--- src/rtl/aeses_uart_ctrl.sv ---
// aeses_uart_ctrl: frames the UART byte stream into an AES key and data
// blocks, starts the core on each block and streams the result back to TX.
// Ports: clk/rst (sync, active-high); rx_data/rx_valid byte input;
//   tx_data/tx_valid/tx_ready byte output handshake; aes_key/key_valid,
//   aes_din/aes_start, aes_dout/aes_done core interface; overrun sticky
//   error flag; state_o current FSM state for status LEDs.
module aeses_uart_ctrl #(
  parameter int KEY_BYTES = 32,
  parameter int BLK_BYTES = 16
) (
  input  logic                   clk,
  input  logic                   rst,
  input  logic [7:0]             rx_data,
  input  logic                   rx_valid,
  output logic [7:0]             tx_data,
  output logic                   tx_valid,
  input  logic                   tx_ready,
  output logic [8*KEY_BYTES-1:0] aes_key,
  output logic                   key_valid,
  output logic [8*BLK_BYTES-1:0] aes_din,
  output logic                   aes_start,
  input  logic [8*BLK_BYTES-1:0] aes_dout,
  input  logic                   aes_done,
  output logic                   overrun,
  output logic [2:0]             state_o
);

  localparam int KW = 8 * KEY_BYTES;
  localparam int BW = 8 * BLK_BYTES;
  localparam int CW = $clog2(KEY_BYTES + 1);

  localparam logic [CW-1:0] KEY_LAST = CW'(KEY_BYTES - 1);
  localparam logic [CW-1:0] BLK_LAST = CW'(BLK_BYTES - 1);

  typedef enum logic [2:0] {
    KEY_LOAD = 3'd0,
    BLK_LOAD = 3'd1,
    START    = 3'd2,
    WAIT     = 3'd3,
    SEND     = 3'd4
  } state_e;

  state_e        state_q, state_d;
  logic [CW-1:0] cnt_q, cnt_d;
  logic [KW-1:0] key_q, key_d;
  logic [BW-1:0] din_q, din_d;
  logic [BW-1:0] res_q, res_d;
  logic          key_valid_q, key_valid_d;
  logic          start_q, start_d;
  logic          tx_valid_q, tx_valid_d;
  logic          overrun_q, overrun_d;

  always_comb begin
    state_d     = state_q;
    cnt_d       = cnt_q;
    key_d       = key_q;
    din_d       = din_q;
    res_d       = res_q;
    key_valid_d = key_valid_q;
    start_d     = 1'b0;
    tx_valid_d  = tx_valid_q;
    overrun_d   = overrun_q;
    case (state_q)
      KEY_LOAD: begin
        if (rx_valid) begin
          key_d = {key_q[KW-9:0], rx_data};
          if (cnt_q == KEY_LAST) begin
            cnt_d       = '0;
            key_valid_d = 1'b1;
            state_d     = BLK_LOAD;
          end else begin
            cnt_d = cnt_q + CW'(1);
          end
        end
      end
      BLK_LOAD: begin
        if (rx_valid) begin
          din_d = {din_q[BW-9:0], rx_data};
          if (cnt_q == BLK_LAST) begin
            cnt_d   = '0;
            start_d = 1'b1;
            state_d = START;
          end else begin
            cnt_d = cnt_q + CW'(1);
          end
        end
      end
      START: begin
        overrun_d = overrun_q | rx_valid;
        state_d   = WAIT;
      end
      WAIT: begin
        overrun_d = overrun_q | rx_valid;
        if (aes_done) begin
          res_d      = aes_dout;
          tx_valid_d = 1'b1;
          state_d    = SEND;
        end
      end
      SEND: begin
        overrun_d = overrun_q | rx_valid;
        if (tx_valid_q && tx_ready) begin
          res_d = res_q << 8;
          if (cnt_q == BLK_LAST) begin
            cnt_d      = '0;
            tx_valid_d = 1'b0;
            state_d    = BLK_LOAD;
          end else begin
            cnt_d = cnt_q + CW'(1);
          end
        end
      end
      default: begin
        state_d = KEY_LOAD;
      end
    endcase
  end

  always_ff @(posedge clk) begin
    if (rst) begin
      state_q     <= KEY_LOAD;
      cnt_q       <= '0;
      key_q       <= '0;
      din_q       <= '0;
      res_q       <= '0;
      key_valid_q <= 1'b0;
      start_q     <= 1'b0;
      tx_valid_q  <= 1'b0;
      overrun_q   <= 1'b0;
    end else begin
      state_q     <= state_d;
      cnt_q       <= cnt_d;
      key_q       <= key_d;
      din_q       <= din_d;
      res_q       <= res_d;
      key_valid_q <= key_valid_d;
      start_q     <= start_d;
      tx_valid_q  <= tx_valid_d;
      overrun_q   <= overrun_d;
    end
  end

  // The TX byte is always the top of the result shift register.
  assign tx_data   = res_q[BW-1 -: 8];
  assign tx_valid  = tx_valid_q;
  assign aes_key   = key_q;
  assign key_valid = key_valid_q;
  assign aes_din   = din_q;
  assign aes_start = start_q;
  assign overrun   = overrun_q;
  assign state_o   = state_q;

endmodule

--- config.mk ---
export PLATFORM = sky130hd
export DESIGN_NAME = aeses_uart_ctrl
export DESIGN_NICKNAME = d
export VERILOG_FILES = /design/src/rtl/aeses_uart_ctrl.sv
export SDC_FILE = /design/constraint.sdc
export NUM_CORES = 1
export LEC_CHECK = 0
export ABC_AREA = 1
export CORE_AREA = 2 2 212 214
export CTS_CLUSTER_DIAMETER = 80
export DETAILED_ROUTE_END_ITERATION = 10
export DIE_AREA = 0 0 214 216
export GPL_TIMING_DRIVEN = 0
export PLACE_DENSITY_LB_ADDON = 0.15
export SYNTH_ARGS = -nofsm -noshare
export SYNTH_HDL_FRONTEND = slang
export SYNTH_SLANG_ARGS = --single-unit
--- constraint.sdc ---
create_clock -name clk -period 3.2 [get_ports clk]
set_input_delay 0.64 -clock clk [delete_from_list [all_inputs] [get_ports clk]]
set_output_delay 0.64 -clock clk [all_outputs]
set_load 0.1 [all_outputs]
# Yosys cells after proc, flatten, opt, wreduce, memory -nomap -nowiden
# Index checks and enable logic that the tools add are counted.
totals:
  input_bits: 141
  ff_bits: 525
  ram_bits: 0
  mem_bits_ro: 0
  out_inout_bits: 399
  n_memories: 0
  wordCells: 61
  latch_bits: 0
op_classes:
  n_lt_le_gt_ge: 0
  add_sub_neg: 1
  shift: 0
  bitwise_logic: 3
  eq_ne: 13
  div_mod_pow: 0
  reduce_logical: 13
  mul: 0
  muxes: 22
ops:
  columns: ["cell", "count"]
  rows:
  - ["two-way mux 128 bit", 2]
  - ["case mux 128 bit (2 select lines)", 1]
  - ["two-way mux 6 bit", 5]
  - ["two-way mux 3 bit", 7]
  - ["case mux 6 bit (3 select lines)", 1]
  - ["case mux 3 bit (5 select lines)", 1]
  - ["inequality test 2 bit, second input constant", 7]
  - ["AND reduction 4 bit", 2]
  - ["AND reduction 7 bit", 1]
  - ["adder 6 x 1 -> 6 bit, second input constant", 1]
  - ["equality test 3 x 2 -> 1 bit, second input constant", 2]
  - ["equality test 6 x 4 -> 1 bit, second input constant", 1]
  - ["equality test 6 x 5 -> 1 bit, second input constant", 1]
  - ["AND reduction 3 bit", 2]
  - ["OR reduction 3 bit", 2]
  - ["two-way mux 1 bit", 4]
  - ["AND reduction 2 bit", 2]
  - ["equality test 3 x 1 -> 1 bit, second input constant", 1]
  - ["equality test 3 bit, second input constant", 1]
  - ["zero test 3 bit", 1]
  - ["nonzero test 3 bit", 1]
  - ["inverter 1 bit", 2]
  - ["case mux 1 bit (2 select lines)", 1]
  - ["nonzero test 2 bit", 1]
  - ["other kinds (2)", 2]

# Logic depth before layout (Yosys ltp)
logic_depth:
  ltp_word: 4
  depth_mapped: 10
  ltp_nobuf: 10

# Least setup slack after synthesis
# Ideal clock, no wire load.
synth_timing:
  kind: "flip-flop to flip-flop"
  start: "register state_q[0], in the netlist state_o[0]"
  end: "register res_q[0]"
  required_time_ns: 3.072
  stages_incl_launch_ff: 10
  path_buffers: 3
  t_arrival_ns: 2.200
  setup_time_ns: 0.128
  synth_period_minus_slack_ns: 2.328
  slack_ns: 0.872
  path_cell_list: "dfxtp_1 buf_4 nand2_1 nor2_2 o21bai_2 nand2_2 buf_2 buf_2 a22oi_1 nor2_1"
synth_between:
  elab_chain_cells: 3
  word_cells_on_any_way: 7
  classes_between: "eq/ne (4); mux (1); reduce/logical (2)"
synth_lines:
  columns: ["item", "line_no", "text"]
  rows:
  - ["from (decl)", "43", "state_e state_q, state_d;"]
  - ["from (signal assigned)", "131", "state_q <= state_d;"]
  - ["equality test 3 bit or equality test 3 x 2 -> 1 bit (tied branches)", "63", "case (state_q)"]
  - ["inequality test 2 bit (no source line) or nonzero test 2 bit (tied branches)", null, null]
  - ["AND reduction 3 bit (no source line)", null, null]
  - ["to (signal assigned)", "135", "res_q <= res_d;"]
  - ["to (decl)", "47", "logic [BW-1:0] res_q, res_d;"]
# Parallel ways exist; a longest one is shown, timed or not.
# A chain may end at the register's enable or synchronous reset.

# Final worst setup path
layout_timing:
  start: "register state_q[1], in the netlist state_o[1]"
  end: "output state_o[1]"
layout_rtl:
  columns: ["item", "line_no", "text"]
  rows:
  - ["to (decl)", "25", "output logic [2:0] state_o"]
# No word-level cell between the ends.

==> flow_summary_export.csv <==
group,metric,value,unit
cts,cts_h_tree_lvls,2,
timing,setup-tns-final,0,ns
critical_path,timing.critical_path.slowest_stage_cell,"sky130_fd_sc_hd__clkdlybuf4s50_1",
yosys,synth_cell_type_count,24,
floorplan,initial_utilization,45.8,%
timing,final.period_utilization,91.3,%
timing,setup_violations,0,
routing,total_drc_errors_in_the_routed_layout,0,
cts,clock_tree_root,"sky130_fd_sc_hd__clkbuf_16",
routing,wire_length_per_cell,16.3,um
floorplan,floorplan.rows,77,
timing,max_freq,342,MHz
global_route,globalRouteOverflowTotal,0,
global_route,grt.total_usage,27.0,%
critical_path,category_of_cells_accounting_for_the_largest_share_of_critical_path_delay,"buffers and inverters",
finish,stdcell_area,0.0280,sq mm
timing,final_worst_path_period_need,2.92,ns
floorplan,design.core.area,0.0438,sq mm
cts,numCtsBuffers,54,
critical_path,critical_path_arrival,2.28,ns
power,static-leakage-power,10.1,nW
critical_path,endpoint_class_of_the_critical_path,"primary output",
floorplan,io_pins,540,
timing,drv_slew,0,
critical_path,critical_path.startpoint,"state_o[1]",
routing,drtIter0Drc,1440,
power,power-per-cell-area,567,mW/mm^2
critical_path,critical_path_required,2.56,ns
global_route,grt_pass1_wl,101000,um
timing,timing.final.hold_violations,0,
power,netSwitchingFraction,29.8,%
timing,grt_setup_unrepaired,"false",
cts,post_cts_sizing,0,
routing,dr_wl_met2,31000,um
critical_path,setup.worst_path.class,"reg -> out",
finish,final_core_utilization,63.9,%
hold_path,hp-class,"reg -> reg",
critical_path,crit_path_max_fanout,5,
critical_path,cp-endpoint,"state_o[1]",
cts,cts.reportedPaths.clkPinSlew,0.06,ns
timing,slew-limit-headroom,26.2,%
global_route,grt_max_degree,14,
yosys,syn-cell-area,0.0201,sq mm
critical_path,register_to_register_setup_slack,1.12,ns
cts,tritoncts,"done",
routing,detail_route.first_pass.iterations,6,
timing,worst-slew-pin-transition,1.10,ns
power,p_switching,4.73,mW
run_status,status,"finished clean",
yosys,largest_area_contributor_in_the_netlist,"sky130_fd_sc_hd__dfxtp_1",
critical_path,cp_num_buf_inv,1,
power,power.sequential.fraction,42.9,%
cts,ctsHoldBuffers,0,
finish,drive_above_1_share,5.51,%
placed_design,portBuffers,538,
critical_path,r2r-end,"aes_din[116]",
routing,routed_antenna_nets,0,
power,cell_internal_pwr,11.1,mW
yosys,syn_avg_cell_area,7.32,sq um
placed_design,placement.cell_area,0.0262,sq mm
critical_path,worstPathCellList,"clkdlybuf4s50_1",
floorplan,die_area,0.0462,sq mm
flow_run,max_cap_viol_count,0,
critical_path,critical_path.reg2reg.startpoint,"state_o[2]",
global_route,first_global_vias,19185,
yosys,yosys-top-cells-area,"sky130_fd_sc_hd__dfxtp_1 52%, sky130_fd_sc_hd__nand2_1 15%, sky130_fd_sc_hd__a21oi_1 9.8%",
critical_path,crit_path_max_incr_delay,1.25,ns
cts,clock_sink_count,525,
floorplan,dieHeight,216,um
placed_design,routabilityCongestion,0.895,
routing,detail_route.wirelength,64900,um
routing,met3_length,5190,um
yosys,post_synth_inst_count,2743,
finish,net_count_of_the_finished_layout,3479,
floorplan,die-width,214,um
yosys,yosysWarningCount,0,
finish,area_delta_synth_final,39.5,%
placed_design,post-dp-hpwl,48600,um
power,clock_power_share,39.6,%
hold_path,min_from,"aes_din[127]",
power,comb_power_share,17.5,%
cts,worst_case_clock_buffer_depth,3,
yosys,syn-num-nets,2885,
critical_path,critical_path_stages,1,
critical_path,cp-start-kind,"flop",
routing,wl_on_met1,26300,um
routing,via_per_inst,5.05,
power,vdd.ir_drop.worst,0.000462,V
cts,worst_skew_pair.late_latency,0.59,ns
yosys,synth_top_area_share,52.4,%
routing,highest_layer,"met4",
timing,skew,0.00592,ns
yosys,synth-seq-cells,525,
global_route,grt_antenna_before_repair,8,
critical_path,rr_worst_depth,7,
cts,postCtsSetupRepairBufs,0,
yosys,synth_sequential_area_ratio,52.4,%
routing,dr_total_vias,20095,
[power groups by stage]
stage | Sequential [mW] | Combinational [mW] | Clock [mW]
floorplan | 7.89 | 0.988 | 0
CTS | 6.81 | 2.77 | 6.38
detailed placement | 6.95 | 2.76 | 0
global route | 6.82 | 2.98 | 6.64
finish | 6.81 | 2.78 | 6.28
global placement | 6.94 | 2.73 | 0
[cell usage in the layout, fill, tap and decap left out]
cell type                         instances
sky130_fd_sc_hd__clkbuf_8                16
sky130_fd_sc_hd__o21ai_1                 22
sky130_fd_sc_hd__clkbuf_2                 1
sky130_fd_sc_hd__nand2_2                  3
sky130_fd_sc_hd__nor2_4                   1
sky130_fd_sc_hd__buf_4                   26
sky130_fd_sc_hd__diode_2                  9
sky130_fd_sc_hd__nand4_1                  1
sky130_fd_sc_hd__nor2_2                   1
sky130_fd_sc_hd__ha_1                     1
sky130_fd_sc_hd__o21bai_1                 1
sky130_fd_sc_hd__nand3_1                132
sky130_fd_sc_hd__clkbuf_16               55
sky130_fd_sc_hd__nor3_1                   1
sky130_fd_sc_hd__nand2_1                785
sky130_fd_sc_hd__buf_1                    7
sky130_fd_sc_hd__clkinv_2                 6
sky130_fd_sc_hd__inv_1                  144
sky130_fd_sc_hd__a21oi_1                393
sky130_fd_sc_hd__clkdlybuf4s50_1        538
sky130_fd_sc_hd__bufinv_16                3
sky130_fd_sc_hd__a22oi_1                  8
sky130_fd_sc_hd__buf_2                   69
sky130_fd_sc_hd__o21bai_2                 1
sky130_fd_sc_hd__dfxtp_1                525
sky130_fd_sc_hd__o21ai_0                234
sky130_fd_sc_hd__nor2_1                 268
sky130_fd_sc_hd__inv_2                    3
sky130_fd_sc_hd__clkinv_1                 1
sky130_fd_sc_hd__inv_6                    1
sky130_fd_sc_hd__clkbuf_1               128
[Yosys cell counts, drive strengths merged]
cell    number
nand2      788
dfxtp      525
a21oi      393
nor2       270
o21ai      256
inv        147
nand3      132
clkbuf     116
buf        102
a22oi        8
o21bai       2
clkinv       1
ha           1
nand4        1
nor3         1
[routing by layer]
metal  global-route usage (%)  vias to the layer above
met2                     45.8                      658
met5                        0                        -
met4                     12.1                        0
met3                     6.98                      129
li1                         -                    10002
met1                     32.2                     9306
[sequential cells by signal (all words and copies together), names as in the netlist, 3 cells and up]
name	count
aes_din	128
aes_key	256
res_q	128
cnt_q	6
state_o	3
[how the worst min path moves through the flow]
| stage | end | slack, ns | cells after the start |
|---|---|---|---|
| 6_report | aes_din[127] | 0.45 | 2 |
| 4_1_cts | aes_din[127] | 0.45 | 2 |
| 2_1_floorplan | res_q[119] | 0.42 | 2 |
| 3_5_place_dp | aes_din[127] | 0.44 | 2 |
| 3_3_place_gp | aes_din[127] | 0.43 | 2 |
| 5_1_grt | aes_din[127] | 0.48 | 2 |
[through the flow]
stage               hold slack, ns  instances  setup slack (ns)  total power [mW]
floorplan                    0.425       2743             0.872              8.88
global placement             0.433       3873             0.723              9.67
detailed placement           0.444       3873             0.678              9.71
CTS                          0.451       3967             0.255              16.0
global route                 0.476       3975             0.209              16.4
finish                       0.446       3976             0.278              15.9
[cell type report]
cell class              instances  area, sq um
well taps                     592          741
plain buffers                 218         1000
diodes                          9         22.5
clock inverters                10          129
flip-flops and latches        525        10500
clock buffers                  84         1650
repair buffers                538         5390
inverters                     148          556
multi-input cells            1852         8000
fillers                      3914        15800
[kinds of logic (layout without fill, tap and decap cells)]
logic type / Yosys count / count (layout) / share of synthesized area, %
compound gates: 659 / 659 / 16.6
fa+ha+maj: 1 / 1 / 0.0623
buf+inv: 366 / 998 / 7.77
flops: 525 / 525 / 52.4
other cells: 0 / 9 / 0
simple gates: 1192 / 1192 / 23.2
No activity file was read; power rests on OpenSTA's default activity.
